===== config.mk =====
export PLATFORM = sky130hd
export DESIGN_NAME = we_event_monitor_flat
export DESIGN_NICKNAME = d
export VERILOG_FILES = /design/src/rtl/we_event_monitor_if.sv /design/src/rtl/we_event_monitor.sv /design/src/flat_wrapper.sv
export SDC_FILE = /design/constraint.sdc
export NUM_CORES = 1
export LEC_CHECK = 0
export BUFFER_PORTS_ARGS = -buffer_cell sky130_fd_sc_hd__buf_2
export CORE_ASPECT_RATIO = 1.1
export CORE_MARGIN = 2
export CORE_UTILIZATION = 35
export CTS_BUF_LIST = sky130_fd_sc_hd__clkbuf_16
export CTS_CLUSTER_SIZE = 28
export DETAILED_ROUTE_END_ITERATION = 12
export GPL_TIMING_DRIVEN = 0
export PLACE_DENSITY_LB_ADDON = 0.2
export SLEW_MARGIN = 15
export SYNTH_ARGS = -nofsm -noshare
export SYNTH_HDL_FRONTEND = slang
export SYNTH_SLANG_ARGS = --single-unit

===== constraint.sdc =====
create_clock -name weClk -period 9.2 [get_ports weClk]
set_input_delay 0.92 -clock weClk [delete_from_list [all_inputs] [get_ports weClk]]
set_output_delay 0.92 -clock weClk [all_outputs]
set_load 0.01 [all_outputs]

===== src/rtl/we_event_monitor_if.sv =====
// Bus bundle for we_event_monitor: event inputs, host snapshot handshake and readout.
// master = host/status side driving requests, slave = the monitor itself.
interface we_event_monitor_if #(
    parameter int N_CH  = 4,
    parameter int CNT_W = 32,
    parameter int SEL_W = 4
);
    logic [N_CH-1:0]  evt_in;
    logic [N_CH-1:0]  ch_mask;
    logic             clr_req;
    logic             snap_req;
    logic             snap_ack;
    logic [SEL_W-1:0] rd_sel;
    logic [N_CH-1:0]  evt_pulse;
    logic [N_CH-1:0]  evt_sticky;
    logic [N_CH-1:0]  ovf;
    logic             snap_valid;
    logic             snap_overrun;
    logic [CNT_W-1:0] rd_cnt;

    modport master (
        output evt_in, ch_mask, clr_req, snap_req, snap_ack, rd_sel,
        input  evt_pulse, evt_sticky, ovf, snap_valid, snap_overrun, rd_cnt
    );

    modport slave (
        input  evt_in, ch_mask, clr_req, snap_req, snap_ack, rd_sel,
        output evt_pulse, evt_sticky, ovf, snap_valid, snap_overrun, rd_cnt
    );
endinterface


===== src/rtl/we_event_monitor.sv =====
// N-channel event monitor: edge pulses, sticky flags, counters and a host snapshot bank.
// Define WE_EVT_SATURATE_EN to make counters saturate instead of wrapping on overflow.
module we_event_monitor #(
    parameter int N_CH  = 4,
    parameter int CNT_W = 32,
    parameter int SEL_W = 4
) (
    input logic               weClk,
    input logic               rst_we,
    we_event_monitor_if.slave bus
);
    typedef enum logic {IDLE, HOLD} state_t;

    localparam logic [CNT_W-1:0] CNT_MAX = {CNT_W{1'b1}};

    state_t           state;
    logic [N_CH-1:0]  evt_q;
    logic [N_CH-1:0]  rise;
    logic [N_CH-1:0]  evt_pulse;
    logic [N_CH-1:0]  evt_sticky;
    logic [N_CH-1:0]  ovf;
    logic             snap_valid;
    logic             snap_overrun;
    logic [CNT_W-1:0] cnt    [N_CH];
    logic [CNT_W-1:0] shadow [N_CH];
    logic [CNT_W-1:0] rd_cnt;

    // evt_q tracks the raw input even on masked channels, so unmasking a high input gives no edge.
    assign rise = bus.evt_in & ~evt_q & bus.ch_mask;

    always_ff @(posedge weClk or posedge rst_we) begin
        if (rst_we) begin
            evt_q      <= '0;
            evt_pulse  <= '0;
            evt_sticky <= '0;
            ovf        <= '0;
            for (int i = 0; i < N_CH; i++) cnt[i] <= '0;
        end else begin
            evt_q     <= bus.evt_in;
            evt_pulse <= rise;
            if (bus.clr_req) begin
                evt_sticky <= '0;
                ovf        <= '0;
                for (int i = 0; i < N_CH; i++) cnt[i] <= '0;
            end else begin
                for (int i = 0; i < N_CH; i++) begin
                    if (rise[i]) begin
                        evt_sticky[i] <= 1'b1;
                        if (cnt[i] == CNT_MAX) begin
                            ovf[i] <= 1'b1;
`ifdef WE_EVT_SATURATE_EN
                            cnt[i] <= CNT_MAX;
`else
                            cnt[i] <= '0;
`endif
                        end else begin
                            cnt[i] <= cnt[i] + CNT_W'(1);
                        end
                    end
                end
            end
        end
    end

    // Ack and req together in HOLD hands the host a fresh capture without dropping snap_valid.
    always_ff @(posedge weClk or posedge rst_we) begin
        if (rst_we) begin
            state        <= IDLE;
            snap_valid   <= 1'b0;
            snap_overrun <= 1'b0;
            for (int i = 0; i < N_CH; i++) shadow[i] <= '0;
        end else if (bus.clr_req) begin
            state        <= IDLE;
            snap_valid   <= 1'b0;
            snap_overrun <= 1'b0;
            for (int i = 0; i < N_CH; i++) shadow[i] <= '0;
        end else begin
            case (state)
                IDLE: begin
                    if (bus.snap_req) begin
                        for (int i = 0; i < N_CH; i++) shadow[i] <= cnt[i];
                        state      <= HOLD;
                        snap_valid <= 1'b1;
                    end
                end
                HOLD: begin
                    if (bus.snap_ack && bus.snap_req) begin
                        for (int i = 0; i < N_CH; i++) shadow[i] <= cnt[i];
                    end else if (bus.snap_ack) begin
                        state      <= IDLE;
                        snap_valid <= 1'b0;
                    end else if (bus.snap_req) begin
                        snap_overrun <= 1'b1;
                    end
                end
                default: begin
                    state      <= IDLE;
                    snap_valid <= 1'b0;
                end
            endcase
        end
    end

    always_comb begin
        rd_cnt = '0;
        for (int i = 0; i < N_CH; i++) begin
            if (bus.rd_sel == SEL_W'(i)) rd_cnt = shadow[i];
        end
    end

    assign bus.evt_pulse    = evt_pulse;
    assign bus.evt_sticky   = evt_sticky;
    assign bus.ovf          = ovf;
    assign bus.snap_valid   = snap_valid;
    assign bus.snap_overrun = snap_overrun;
    assign bus.rd_cnt       = rd_cnt;
endmodule


===== src/flat_wrapper.sv =====
// flat-port wrapper written by rule: the top's interface ports become plain ports
module we_event_monitor_flat 
#(
    parameter int N_CH  = 4,
    parameter int CNT_W = 32,
    parameter int SEL_W = 4
)
  (weClk, rst_we, bus_evt_in, bus_ch_mask, bus_clr_req, bus_snap_req, bus_snap_ack, bus_rd_sel, bus_evt_pulse, bus_evt_sticky, bus_ovf, bus_snap_valid, bus_snap_overrun, bus_rd_cnt);
  we_event_monitor_if #(.N_CH(N_CH), .CNT_W(CNT_W), .SEL_W(SEL_W)) bus_i ();
  input logic weClk;
  input logic rst_we;
  input wire logic [$bits(bus_i.evt_in)-1:0] bus_evt_in;
  input wire logic [$bits(bus_i.ch_mask)-1:0] bus_ch_mask;
  input wire logic [$bits(bus_i.clr_req)-1:0] bus_clr_req;
  input wire logic [$bits(bus_i.snap_req)-1:0] bus_snap_req;
  input wire logic [$bits(bus_i.snap_ack)-1:0] bus_snap_ack;
  input wire logic [$bits(bus_i.rd_sel)-1:0] bus_rd_sel;
  output wire logic [$bits(bus_i.evt_pulse)-1:0] bus_evt_pulse;
  output wire logic [$bits(bus_i.evt_sticky)-1:0] bus_evt_sticky;
  output wire logic [$bits(bus_i.ovf)-1:0] bus_ovf;
  output wire logic [$bits(bus_i.snap_valid)-1:0] bus_snap_valid;
  output wire logic [$bits(bus_i.snap_overrun)-1:0] bus_snap_overrun;
  output wire logic [$bits(bus_i.rd_cnt)-1:0] bus_rd_cnt;
  assign bus_i.evt_in = bus_evt_in;
  assign bus_i.ch_mask = bus_ch_mask;
  assign bus_i.clr_req = bus_clr_req;
  assign bus_i.snap_req = bus_snap_req;
  assign bus_i.snap_ack = bus_snap_ack;
  assign bus_i.rd_sel = bus_rd_sel;
  assign bus_evt_pulse = bus_i.evt_pulse;
  assign bus_evt_sticky = bus_i.evt_sticky;
  assign bus_ovf = bus_i.ovf;
  assign bus_snap_valid = bus_i.snap_valid;
  assign bus_snap_overrun = bus_i.snap_overrun;
  assign bus_rd_cnt = bus_i.rd_cnt;
  we_event_monitor #(.N_CH(N_CH), .CNT_W(CNT_W), .SEL_W(SEL_W)) u_core (.weClk(weClk), .rst_we(rst_we), .bus(bus_i));
endmodule

Yosys cells after proc, flatten, opt, wreduce, memory -nomap -nowiden
Cells that the tools add are included.
{"block": "totals", "output_inout_bits": 46, "input_bits": 17, "elab_cells": 106, "regBits": 275}
{"block": "classes", "mux": 45, "n_addsub": 4, "n_reduce_logical": 19, "eq_ne": 13, "n_bitwise": 4}
{"cell": "$mux 128", "n": 4}
{"cell": "$mux 32", "n": 12}
{"cell": "$pmux 128 s2", "n": 1}
{"cell": "$add 32x1->32 const B", "n": 4}
{"cell": "$eq 32x32->1 const B", "n": 4}
{"cell": "$mux 1", "n": 24}
{"cell": "$reduce_bool 2->1", "n": 10}
{"cell": "$ne 3x3->1 const B", "n": 4}
{"cell": "$reduce_and 2->1", "n": 5}
{"cell": "$and 4x4->4", "n": 2}
{"cell": "$eq 4x2->1 const B", "n": 2}
{"cell": "$mux 4", "n": 2}
{"cell": "$eq 4x1->1 const B", "n": 1}
{"cell": "$logic_not 4->1", "n": 1}
{"cell": "$ne 2x2->1 const B", "n": 2}
{"cell": "$not 4->4", "n": 1}
{"cell": "$pmux 1 s2", "n": 2}
{"cell": "$reduce_and 4->1", "n": 1}
{"cell": "$reduce_and 3->1", "n": 1}
{"cell": "$logic_and 1x1->1", "n": 1}
{"cell": "$not 1->1", "n": 1}

Depth between registers and ports, before layout
Gate-level depths: netlist (run 1).
{"block": "logic_depth", "depth_word": 5, "ltp_mapped": 7, "mapped_depth_nobuf": 6}

Least setup slack after synthesis (run 1)
No wires, ideal clock.
{"block": "synth_path", "path_kind": "input to output", "from": "input port bus_rd_sel[3]", "to": "output port bus_rd_cnt[10]", "path_buffers": 1, "arrival_ps": 2075, "required_ps": 8280, "path_slack_ps": 6205, "cell_stages": 6, "path_cell_list": "nor4b_1 -> clkbuf_1 -> nand2_1 -> nand2_1 -> o21ai_0 -> nand2_1"}
{"block": "synth_between", "elab_chain_cells": 5, "elab_cells_between_ends": 8, "cone_classes": "3 x eq/ne; 4 x mux; 1 x reduce/logical"}
{"item": "start, declared", "line": "flat_wrapper.sv:17", "source": "input wire logic [$bits(bus_i.rd_sel)-1:0] bus_rd_sel;"}
{"item": "$logic_not 4->1", "line": "we_event_monitor.sv:107", "source": "if (bus.rd_sel == SEL_W'(i)) rd_cnt = shadow[i];"}
{"item": "$mux 32 (3 in series)", "line": "we_event_monitor.sv:107"}
{"item": "$mux 32 *", "line": "we_event_monitor.sv:107"}
{"item": "end, declared", "line": "flat_wrapper.sv:23", "source": "output wire logic [$bits(bus_i.rd_cnt)-1:0] bus_rd_cnt;"}
Mark *: on every way between the ends. The rest lies on a longest branch, timed or not.

Worst setup path after layout (run 1)
{"block": "layout_path", "from": "input port bus_rd_sel[1]", "to": "output port bus_rd_cnt[8]"}
Same word-level chain as after synthesis.

==> run summary, run 1 <==
The run gives 5 as the first-pass iteration count of the detailed router. For this run, asynchronously set or reset flops after synthesis account for 100%. The die is 187 µm wide. In this run, post-CTS hold repair placed 0 buffers. The worst-case vdd ir drop was 0.000154 V. 63 I/O pins were placed. The critical path's largest stage delay is 0.83 ns, and the count of fill cells added during filler insertion is 3598. For the final database, setup skew stands at 0.0159 ns. Share of layout cells above drive strength 1: 11.8%. The finished cells cover 14900 µm². The flow ran to the end, and the final reports show no timing, DRC or antenna violations. Counting every net in the synthesized netlist gives 1303. Measured on the finished design, the core utilization comes to 41.1%.

The final critical path takes up 43.2% of the cycle. The run gives 1890 as the final cell count without fillers. Wires add up to 37200 µm. Traced cell by cell, the critical path runs through buf_2 > nor4b_1 > clkbuf_1 > nand2_1 > nand2_1 > o21ai_0 > nand2_1 > buf_2. Via-per-instance ratio: 5.21.

Setup violations remaining at the end of the flow were counted as 0. The logs give 0 for the number of maximum-capacitance constraint violations and 0 for the initial antenna violation count. In the final layout, flip-flops and latches occupy 6880 µm². Gates resized during post-CTS repair numbered 0. The synthesis-stage register bit count was 275; the HPWL reported at the end of detailed placement was 26600 µm. The area of the multi-input gates was 5530 µm²; the maximum buffer depth of the clock tree was 3.

The number of DRC violations after detailed-routing iteration 0 came out at 726. At the worst endpoint, the required time is 8.28 ns. The number of antenna diodes in the final layout is 0. The effective utilization at floorplan is 35.5%, and the synthesis-to-finish area growth is 15.9%. The clock reaches the later pin of the worst-skew pair after 0.56 ns. Routability-driven placement finished with a final weighted congestion of 0.949. Instance area after placement: 13800 µm². Wire length of the first global-routing pass: 58100 µm. From bottom edge to top edge, the die measures 205 µm. A synthesized cell averages 10.0 µm². The number of buffers and inverters on the critical path is 3. For this block, the via count after detailed routing is 9853. The most used flip-flop cell after synthesis is sky130_fd_sc_hd__dfrtp_1. At the end of the flow, the number of nets in the layout was 1399. The sequential-to-total area share from yosys stat is 53.6%, and the H-tree depth is 1. The worst hold path belongs to the class input pin to asynchronous set/reset pin. Power comes to 2.64 mW.

By startpoint and endpoint, the worst setup path is classified as input pin to output pin. The largest delay contributor family on the critical path was simple AND/OR/NAND/NOR gates. The number of enable-type register cells in the synthesized netlist works out to 0.

In this run, CTS created clock tree buffers numbering 31. The number of max-slew violations in the final report came out at 0. The root buffer cell chosen for the clock tree is sky130_fd_sc_hd__clkbuf_16. For this design, the slowest cell found on the critical path is sky130_fd_sc_hd__nor4b_1. Counting I/O delays and the setup requirement, the final critical path takes 3.98 ns. The run gives 0 as the total number of yosys warnings. Kind of capture point of the worst setup path: an output pin. The area of the die is 38200 µm².

The achievable clock frequency is 252 MHz, and the worst endpoint data arrival time is 3.06 ns. In the routed design, unresolved DRC markers number 0. Entering global routing, the biggest net connects 111 pins. In the layout the commonest cells are 275 x sky130_fd_sc_hd__dfrtp_1, 188 x sky130_fd_sc_hd__nand2_1, 137 x sky130_fd_sc_hd__nor2_1, 129 x sky130_fd_sc_hd__a22o_1, 75 x sky130_fd_sc_hd__o21ai_0.

The analysis attributes to cell leakage a power of 6.69 nW. STA classifies the critical path startpoint as an input pin. The tools report the final number of hold-violating endpoints as 0.

Summed over all layers, the global routing overflow is 0. Setup repair after global routing left no endpoint under its margin. Once the clock tree was built, the setup fixing pass inserted 0 buffers. The core region is 36200 µm².

Leaving out fill and tap cells, the most frequent cell in the layout is sky130_fd_sc_hd__dfrtp_1. Measured against its own limit, the worst slew margin works out to 32.4%. In this run the remaining antenna-violating nets after routing total 0. Yosys attributes the largest share of cell area to sky130_fd_sc_hd__dfrtp_1 54%, sky130_fd_sc_hd__a22o_1 8.8%, sky130_fd_sc_hd__nand2_1 5.5%. Including well taps, the total number of placed cells is 1832. The number of different library cells used by synthesis comes to 58. The portion of synthesized cell area occupied by the leading cell type is 53.6%. Largest area contributor in the synthesized netlist: sky130_fd_sc_hd__dfrtp_1.

Summing every instance area after synthesis gives 12800 µm². Most used cell along the critical path: sky130_fd_sc_hd__nand2_1. The initialized floorplan defines 73 standard-cell rows.

In this run the power density over the cells is 178 nW/µm². The slew at the pin closest to its max-slew limit works out to 1.00 ns. TritonCTS built the clock tree. Counting every sink on the clock net gives 275. The per-cell routed wire length works out to 19.7 µm. Number of instances in the synthesized netlist: 1282.

Buffers placed on the I/O ports in this run total 61. For the number of global-route vias before repair, the log shows 9586. Along the worst path, the maximum fanout reaches 10.

After clock tree synthesis, the clock-pin slew on the worst setup and hold paths is 0.06 ns. In the global route stage, overall resource usage came out at 19.5%.
## cell families (layout without fill, tap and decap cells)
family,after synthesis,after routing,synth area share (%)
AOI/OAI and AO/OA,251,251,14.5
xor gates and xnor gates,105,105,7.17
adders and majority gates,4,4,0.390
buffers and inverters,99,220,3.30
DFF,275,275,53.6
muxes,4,4,0.312
and+or+nand+nor,544,544,20.7
## final timing paths
kind                            slack [ns]                      end  depth (start not counted)               from
worst max-delay path                  5.22            bus_rd_cnt[8]                          8      bus_rd_sel[1]
worst min-delay path                  0.40  u_core.bus.evt_pulse[0]                          2             rst_we
worst max register to register        6.79           u_core.cnt[98]                          6    u_core.cnt[112]
worst min register to register        0.50        u_core.shadow[38]                          1  u_core.shadow[38]
max in group asynchronous             7.40           u_core.cnt[46]                          4             rst_we
min in group weClk                    0.48          u_core.evt_q[2]                          1      bus_evt_in[2]
## cells in the mapped netlist (5+ instances only)
cell                          n
sky130_fd_sc_hd__or3_1        5
sky130_fd_sc_hd__a21oi_1     11
sky130_fd_sc_hd__xnor2_1     63
sky130_fd_sc_hd__o21ai_0     75
sky130_fd_sc_hd__buf_2        8
sky130_fd_sc_hd__xor2_1      42
sky130_fd_sc_hd__and4_1      13
sky130_fd_sc_hd__clkbuf_1    58
sky130_fd_sc_hd__a22o_1     129
sky130_fd_sc_hd__nand3_1     51
sky130_fd_sc_hd__nor3_1      30
sky130_fd_sc_hd__dfrtp_1    275
sky130_fd_sc_hd__nor4_1       9
sky130_fd_sc_hd__nor2_2      19
sky130_fd_sc_hd__and3_1      12
sky130_fd_sc_hd__inv_1       25
sky130_fd_sc_hd__nand2_1    188
sky130_fd_sc_hd__a31oi_1      7
sky130_fd_sc_hd__nor2_1     137
sky130_fd_sc_hd__o211ai_1     5
sky130_fd_sc_hd__nand3b_1     5
sky130_fd_sc_hd__o2111ai_1    7
sky130_fd_sc_hd__nand4_1     38
## where the power goes
part	internal, mW	switching (mW)	total [mW]
Combinational	0.0263	0.0980	0.124
Sequential	1.22	0.00473	1.22
Clock	0.779	0.517	1.30
## per-stage QoR
stage	hold WS (ns)	setup slack [ns]	TNS, ns
6_report	0.396	5.22	0
5_1_grt	0.420	5.13	0
4_1_cts	0.401	5.21	0
3_5_place_dp	0.489	5.02	0
3_3_place_gp	0.480	-2.76	-748.08
2_1_floorplan	0.466	0.700	0
## layer usage
metal  up-vias  track usage (%)  routed length (µm)
met1      4840             27.5               17600
li1       4743                -                   -
met4         0             7.17                1340
met2       219             31.1               16900
met3        51             2.12                1380
met5         -                0                   0
## layout make-up
type	instances	area share, %
clock buffers	31	5.22
clock inverters	27	1.90
multi-input cells	908	37.2
plain buffers	72	2.17
flip-flops and latches	275	46.3
repair buffers	63	2.42
inverters	27	0.732
well taps	487	4.10
## flip-flops by register name, summed over array words and instances (netlist names)
register / cells
u_core.shadow: 128
u_core.cnt: 128
u_core.state: 1
u_core.bus.snap_overrun: 1
u_core.bus.ovf: 4
u_core.bus.evt_sticky: 4
u_core.evt_q: 4
u_core.bus.evt_pulse: 4
u_core.bus.snap_valid: 1
Power figures use the tool's default switching activity.
==> run 2: changes to the inputs <==
--- a/config.mk
+++ b/config.mk
@@ -5,6 +5,7 @@
 export SDC_FILE = /design/constraint.sdc
 export NUM_CORES = 1
 export LEC_CHECK = 0
+export ABC_AREA = 1
 export BUFFER_PORTS_ARGS = -buffer_cell sky130_fd_sc_hd__buf_2
 export CORE_ASPECT_RATIO = 1.1
 export CORE_MARGIN = 2
==> constraint.sdc (replaced) <==
create_clock -name weClk -period 3.5 [get_ports weClk]
set_input_delay 0.35 -clock weClk [delete_from_list [all_inputs] [get_ports weClk]]
set_output_delay 0.35 -clock weClk [all_outputs]
set_load 0.01 [all_outputs]
==> run 2 against run 1 <==
Compared with the run above:
- sequential power rose to 2.6 times the previous value
- die area rose by 11%
- sequential share of layout area down 4.4 points
- via count rose by 31%
- combinational power increased to 3.0 times the previous value
==> run summary, run 2 <==
The worst-case IR drop observed on VDD is 0.000372 V. The floorplan step set the die width to 196 µm. Hold repair after CTS inserted 5 buffers. The synthesized design contains 0 enable-type register cells. Number of setup violations in the final report: 0. The tightest min-delay check is of the input pin to flop type. For this configuration, the core starts out at a cell density of 35.4%. The remaining number of nets flagged by the antenna check after routing is 0, and the area of the die is 42300 µm².

The post-synthesis average cell area was 7.55 µm². Once detailed placement completed, the half-perimeter wirelength came to 35900 µm. The portion of synthesized cell area occupied by the leading cell type is 48.3%. The tree is rooted in a sky130_fd_sc_hd__clkbuf_16. Global routing consumed, over all layers together, 22.2% of the routing resources. The run gives 48.3% as the sequential-to-total area share from yosys stat. The clock passes through at most 3 buffers.

The endpoint of the worst register-to-register path is u_core.cnt[53]. The cell area after synthesis came out at 14200 µm². The number of clock buffers inserted by TritonCTS was 31; the utilization after layout was 40.9%. In this run the worst path has a maximum fanout of 10. Setup repair after global routing left no endpoint under its margin. The sort of element at the start of the critical path was an input pin. Largest area contributor in the synthesized netlist: sky130_fd_sc_hd__dfrtp_1.

The run gives 6.98 nW as the total leakage power. In the synthesized netlist, the number of instances is 1886. The tools report the first-pass iteration count of the detailed router as 6.

Total nets after synthesis: 1907. The largest registers in the layout are u_core.cnt x128, u_core.shadow x128. For this block, the routed nets add up to 46200 µm of wire. The final non-filler cell area was 16400 µm². The cell count of the worst reg-to-reg path is 9, and the data required time of the critical path is 3.15 ns. The end of the worst hold path was u_core.bus.evt_pulse[0]. TritonCTS built the clock tree. Yosys mapped the design onto 32 distinct sky130hd cell types. The final number of hold-violating endpoints was 0.

Final cell count without fillers: 2532. The synthesis-to-finish area growth was 15.3%. The critical path in this run is classified as input pin to output pin. The startpoint of the worst hold path was bus_ch_mask[0]. Setup slack on the worst reg-to-reg path comes out at 1.44 ns. The most common library cell in the layout ignoring fill and taps was sky130_fd_sc_hd__nand2_1. STA classifies the critical path endpoint as an output pin. By area the synthesized netlist is led by sky130_fd_sc_hd__dfrtp_1 48%, sky130_fd_sc_hd__nand2_1 10%, sky130_fd_sc_hd__nor2_1 7.6%.

The leading cell type by number of instances after synthesis is sky130_fd_sc_hd__nand2_1. The number of core rows was 77; the count of fill cells added during filler insertion was 4138. The run gives 0.0175 ns as the clock skew.

The run gives 2470 as the number of placed instances with taps included. Post-CTS repair changed the size of 0 cells. The logs give 392 MHz for the achievable clock frequency and 275 for the number of clock sinks seen by CTS.

The part of the cycle the worst path needs works out to 72.8%. In the routed layout, each cell is associated on average with a via count of 5.08. The share of layout cells above drive strength 1 is 8.62%. The number of buffers inserted by post-CTS setup repair is 0. The smallest hold slack was 0.0637 ns. The total area inside the core boundary comes to 40200 µm².

For the H-tree depth, the log shows 1. The relative slew slack is 39.7%, and the share of flip-flops with an asynchronous set or reset after synthesis is 100%. The first global-routing pass estimated 72800 µm of wire. STA puts the critical path data arrival time at 2.20 ns. The overall die height was 216 µm. In this run the count of I/O pins placed on the die edge is 63. Across all setup checks in the final design, the least slack found is 0.952 ns. The per-cell routed wire length is 18.2 µm. Power spread over the standard cell area amounts to 409 nW/µm².

The total number of yosys warnings is 0, and the count of cells along the worst hold path is 3. The flow ran to the end, and the final reports show no timing, DRC or antenna violations. In the final timing run, aggregate negative setup slack is 0 ns.

0 antenna diodes ended up in the layout. The count of buffers added on input and output ports is 61. The largest net degree at the start of global routing came out at 36.

The run gives 1.08 ns as the pre-CTS setup slack. At the end of routability-driven placement, the weighted congestion stood at 1.14. The run gives 1097 as the number of DRC violations after detailed-routing iteration 0.

For the pin with the worst max-slew slack, the measured transition is 0.905 ns. The clock period could shrink to 2.55 ns. The number of max-slew violations in the final report was 0; the number of global-route vias before repair was 12700.

For the overall via count from detail_route, the log shows 12900. The startpoint of the most critical register-to-register path is u_core.cnt[32]. The initial antenna violation count was 0. In the layout the commonest cells are 398 x sky130_fd_sc_hd__nand2_1, 288 x sky130_fd_sc_hd__nor2_1, 275 x sky130_fd_sc_hd__dfrtp_1, 266 x sky130_fd_sc_hd__inv_1, 168 x sky130_fd_sc_hd__nand3_1. After layout, the design draws a total of 6.72 mW. For this run the aggregate overflow at the end of global routing stands at 0. In the synthesized netlist the dominant register cell turns out to be sky130_fd_sc_hd__dfrtp_1.

After clock tree synthesis, the clock-pin slew on the worst setup and hold paths is 0.05 ns. In this run the cell area measured after placement is 15400 µm². For this run, the post-layout net count is 2016. For the clock insertion delay at the later pin of the skew report, the log shows 0.59 ns. The synthesis-stage register bit count came out at 275. Sorting the synthesized cells by how often they occur yields 398 x sky130_fd_sc_hd__nand2_1, 288 x sky130_fd_sc_hd__nor2_1, 275 x sky130_fd_sc_hd__dfrtp_1, 263 x sky130_fd_sc_hd__inv_1, 168 x sky130_fd_sc_hd__nand3_1. The remaining routing DRC violations is 0, and the number of maximum-capacitance constraint violations is 0.
run 2: how the worst max path moves through the flow:
| stage | start | to |
|---|---|---|
| 2_1_floorplan | rst_we | u_core.bus.evt_pulse[0] |
| 3_3_place_gp | rst_we | u_core.bus.evt_sticky[3] |
| 3_5_place_dp | bus_rd_sel[3] | bus_rd_cnt[4] |
| 4_1_cts | bus_rd_sel[3] | bus_rd_cnt[4] |
| 5_1_grt | bus_rd_sel[3] | bus_rd_cnt[5] |
| 6_report | bus_rd_sel[3] | bus_rd_cnt[9] |
run 2: logic make-up after synthesis:
group	synth area share (%)
and+or+nand+nor	28.3
buffers and inverters	9.21
AOI/OAI and AO/OA	10.7
DFF	48.3
xor gates and xnor gates	3.20
adders and majority gates	0.352
run 2: metal layers:
| metal | vias up | GRT usage (%) | wire (µm) |
|---|---|---|---|
| li1 | 6269 | - | - |
| met1 | 6201 | 30.0 | 20500 |
| met2 | 332 | 36.6 | 21800 |
| met3 | 73 | 3.13 | 2490 |
| met4 | 0 | 7.40 | 1430 |
| met5 | - | 0 | 0 |
run 2: final cells by class:
cell class | count | area [µm²] | share of cell area (%)
inverters | 266 | 1000 | 6.11
multi-input cells | 1280 | 6050 | 36.8
plain buffers | 65 | 312 | 1.90
repair buffers | 76 | 571 | 3.48
flip-flops and latches | 275 | 6880 | 41.9
well taps | 513 | 642 | 3.91
clock buffers | 31 | 776 | 4.73
clock inverters | 26 | 185 | 1.13
run 2: worst max-delay path: stages:
cell	delay [ns]
sky130_fd_sc_hd__buf_2	0.09
sky130_fd_sc_hd__nor2_1	0.22
sky130_fd_sc_hd__nand3_1	0.30
sky130_fd_sc_hd__clkbuf_1	0.34
sky130_fd_sc_hd__o22ai_1	0.48
sky130_fd_sc_hd__a21oi_1	0.13
sky130_fd_sc_hd__nand2_1	0.14
sky130_fd_sc_hd__buf_2	0.14
run 2: power breakdown:
group	internal (mW)	switching [mW]
combinational	0.0925	0.278
sequential	3.20	0.0120
clock	1.75	1.38
total	5.04	1.67
==> run 3: changes to the inputs <==
--- a/config.mk
+++ b/config.mk
@@ -5,7 +5,7 @@
 export SDC_FILE = /design/constraint.sdc
 export NUM_CORES = 1
 export LEC_CHECK = 0
-export ABC_AREA = 1
+export ABC_AREA = 0
 export BUFFER_PORTS_ARGS = -buffer_cell sky130_fd_sc_hd__buf_2
 export CORE_ASPECT_RATIO = 1.1
 export CORE_MARGIN = 2
==> constraint.sdc (replaced) <==
create_clock -name weClk -period 2.3 [get_ports weClk]
set_input_delay 0.23 -clock weClk [delete_from_list [all_inputs] [get_ports weClk]]
set_output_delay 0.23 -clock weClk [all_outputs]
set_load 0.01 [all_outputs]
==> run 3 against run 2 <==
Compared with the run above:
- total power increased by 58%
- routed wire length is 19% lower
- clock skew decreased by 0.0087 ns
- register-to-register slack worse by 1.4 ns
- clock power rose by 65%
- highest routed layer unchanged
- combinational power increased by 46%
- critical path depth decreased by 3
- critical endpoint is now u_core.cnt[59]
- utilization grew 1.3 points
==> run summary, run 3 (same netlist as run 1, synthesis figures left out) <==
The flow ran to the end, and the final reports show no timing, DRC or antenna violations. Maximum buffer depth of the clock tree: 3. At the pin with the least slew margin, the transition time is 0.845 ns.

In this run, the number of DRC markers left after iteration 0 of detailed routing was 724. Hold timing on the final database bottoms out at a slack of 0.159 ns. The wire length of the first global-routing pass came out at 58900 µm.

TritonCTS built the clock tree. Port buffering added 61 buffers. Leaving out filler cells and counting taps, the final layout contains 1906. The die covers 38200 µm².

The critical path is of the flop to flop type. The largest registers in the layout are u_core.cnt x128, u_core.shadow x128. The worst endpoint data arrival time was 2.71 ns; the total power divided by cell area was 696 nW/µm².

The clock reaches the later pin of the worst-skew pair after 0.57 ns. The tools report the HPWL reported at the end of detailed placement as 27100 µm. The logs give 0 ns for the aggregate negative setup slack and 1838 for the number of placed instances with taps included. STA puts the critical path data required time at 2.80 ns. Pin placement for this block handled 63 I/O pins. CTS saw 275 sinks.

In the layout the commonest cells are 275 x sky130_fd_sc_hd__dfrtp_1, 187 x sky130_fd_sc_hd__nand2_1, 136 x sky130_fd_sc_hd__nor2_1, 129 x sky130_fd_sc_hd__a22o_1, 75 x sky130_fd_sc_hd__o21ai_0. The first detailed-routing pass took 5 iterations. Entering global routing, the biggest net connects 36 pins. The relative slew slack was 43.7%; the slack of the worst reg-to-reg path was 0.08 ns. Via-per-instance ratio: 5.20.

The logs give 0 for the initial antenna violation count and 0.994 for the placer congestion estimate. The part of the cycle the worst path needs was 96.3%. In this run the worst setup path terminates at u_core.cnt[59]. Critical-path cell with the highest stage delay: sky130_fd_sc_hd__or4_4. Max-cap violations in this run came to 0.

Tracing the worst setup path back leads to its startpoint at u_core.cnt[39]. The sort of element at the start of the critical path is a flop. Setup violations remaining at the end of the flow were counted as 0.

The overall die height works out to 205 µm. The number of core rows is 73, and the per-cell routed wire length is 19.6 µm. The logs give 37400 µm for the total length of routed wires and 0 for the remaining number of nets flagged by the antenna check after routing. Clock-pin slew was measured on the worst setup and hold paths at 0.06 ns. The startpoint of the most critical register-to-register path was u_core.cnt[39]. The tools report the number of global-route vias before repair as 9717. Summing internal, switching and leakage power gives 10.6 mW.

The H-tree depth came out at 1. Root cell of the clock tree: sky130_fd_sc_hd__clkbuf_16. In this run the standard cell core region covers 36200 µm².

Maximum fanout encountered on the critical timing path: 6. Leaving out fill and tap cells, the most frequent cell in the layout is sky130_fd_sc_hd__dfrtp_1. The tools report the number of max-slew violations in the final report as 0.

Traced cell by cell, the critical path runs through and4_1 > nand4_2 > or4_4 > or4_1 > nand3_1. The remaining routing DRC violations was 0. Kind of capture point of the worst setup path: a flop. The horizontal die dimension is 187 µm, and the count of fill cells added during filler insertion is 3562. In this run the static leakage power is 6.86 nW. The startpoint identified for the worst hold timing path is bus_ch_mask[1]. 0 antenna diodes ended up in the layout.

The routed layout has 9915 vias. The run gives 35.5% as the effective utilization at floorplan. In this run the critical register-to-register path is captured at u_core.cnt[59]. The share of layout cells above drive strength 1 is 13.8%. After global routing the overflow that remains totals 0. The logs give 1416 for the net count of the finished layout and 19.9% for the total global-route track usage. Final number of hold-violating endpoints: 0.

Relative to the synthesized area, the layout overhead comes to 18.7%. Static timing analysis puts the maximum clock frequency at 451 MHz. Counting cells, the worst reg-to-reg path comes to 5.

Subtracting the final worst setup slack from the clock period gives 2.22 ns. The largest single stage delay on the critical path is 0.55 ns. The clock arrives with 0.00885 ns of skew. Path class of the lowest-slack min-delay path: input pin to flop.

In this run, CTS created clock tree buffers numbering 30. For the worst-case vdd ir drop, the log shows 0.000521 V.
## run 3: cell type report
| type | count | area, µm² | area share, % |
|---|---|---|---|
| Sequential cell | 275 | 6880 | 45.2 |
| Multi-Input combinational cell | 908 | 5660 | 37.1 |
| Clock buffer | 31 | 776 | 5.09 |
| Tap cell | 487 | 609 | 4.00 |
| Timing Repair Buffer | 81 | 576 | 3.78 |
| Buffer | 72 | 347 | 2.27 |
| Clock inverter | 25 | 287 | 1.88 |
| Inverter | 27 | 105 | 0.690 |
## run 3: worst min path at each step
stage	cells after the start	slack [ns]	endpoint
after floorplan	0	0.26	u_core.evt_q[0]
after global placement	1	0.35	u_core.evt_q[0]
after detailed placement	2	0.34	u_core.cnt[18]
after CTS	3	0.15	u_core.cnt[92]
after global routing	3	0.17	u_core.cnt[92]
final	3	0.16	u_core.cnt[92]
## run 3: worst max-delay path: cells and delay by family, from the launching register on
family,cells,cell delay [ns]
flops,1,0.47
simple gates,5,1.69
## run 3: per-stage QoR
step | util [%] | setup WS, ns | cell area [µm²]
2_1_floorplan | - | -1.57 | 12800
3_3_place_gp | 38.0 | -3.41 | 13800
3_5_place_dp | 38.5 | -1.11 | 13900
4_1_cts | 41.8 | 0.00294 | 15100
5_1_grt | 42.1 | -0.0515 | 15200
6_report | 42.1 | 0.0845 | 15200
## run 3: repair_timing
| action | CTS | global route |
|---|---|---|
| cloned | 0 | 0 |
| endpoints found under the hold margin | 32 | 0 |
| buffers inserted | 0 | 4 |
| resized for setup | 12 | 29 |
| endpoints found under the setup margin | 122 | 101 |
| pin swaps | 0 | 3 |
| hold buffers | 8 | 0 |
## run 3: where the power goes
part           internal [mW]  switching [mW]
registers               4.86          0.0188
logic                  0.139           0.401
clock network           3.12            2.07
total                   8.12            2.49
## run 3: metal layers
| metal | vias to the layer above | part of all wire (%) | global-route usage [%] | wire, µm |
|---|---|---|---|---|
| li1 | 4776 | - | - | - |
| met1 | 4853 | 46 | 27.3 | 17200 |
| met2 | 220 | 45 | 31.7 | 17000 |
| met3 | 66 | 3.9 | 2.12 | 1460 |
| met4 | 0 | 4.7 | 9.10 | 1740 |
| met5 | - | 0 | 0 | 0 |
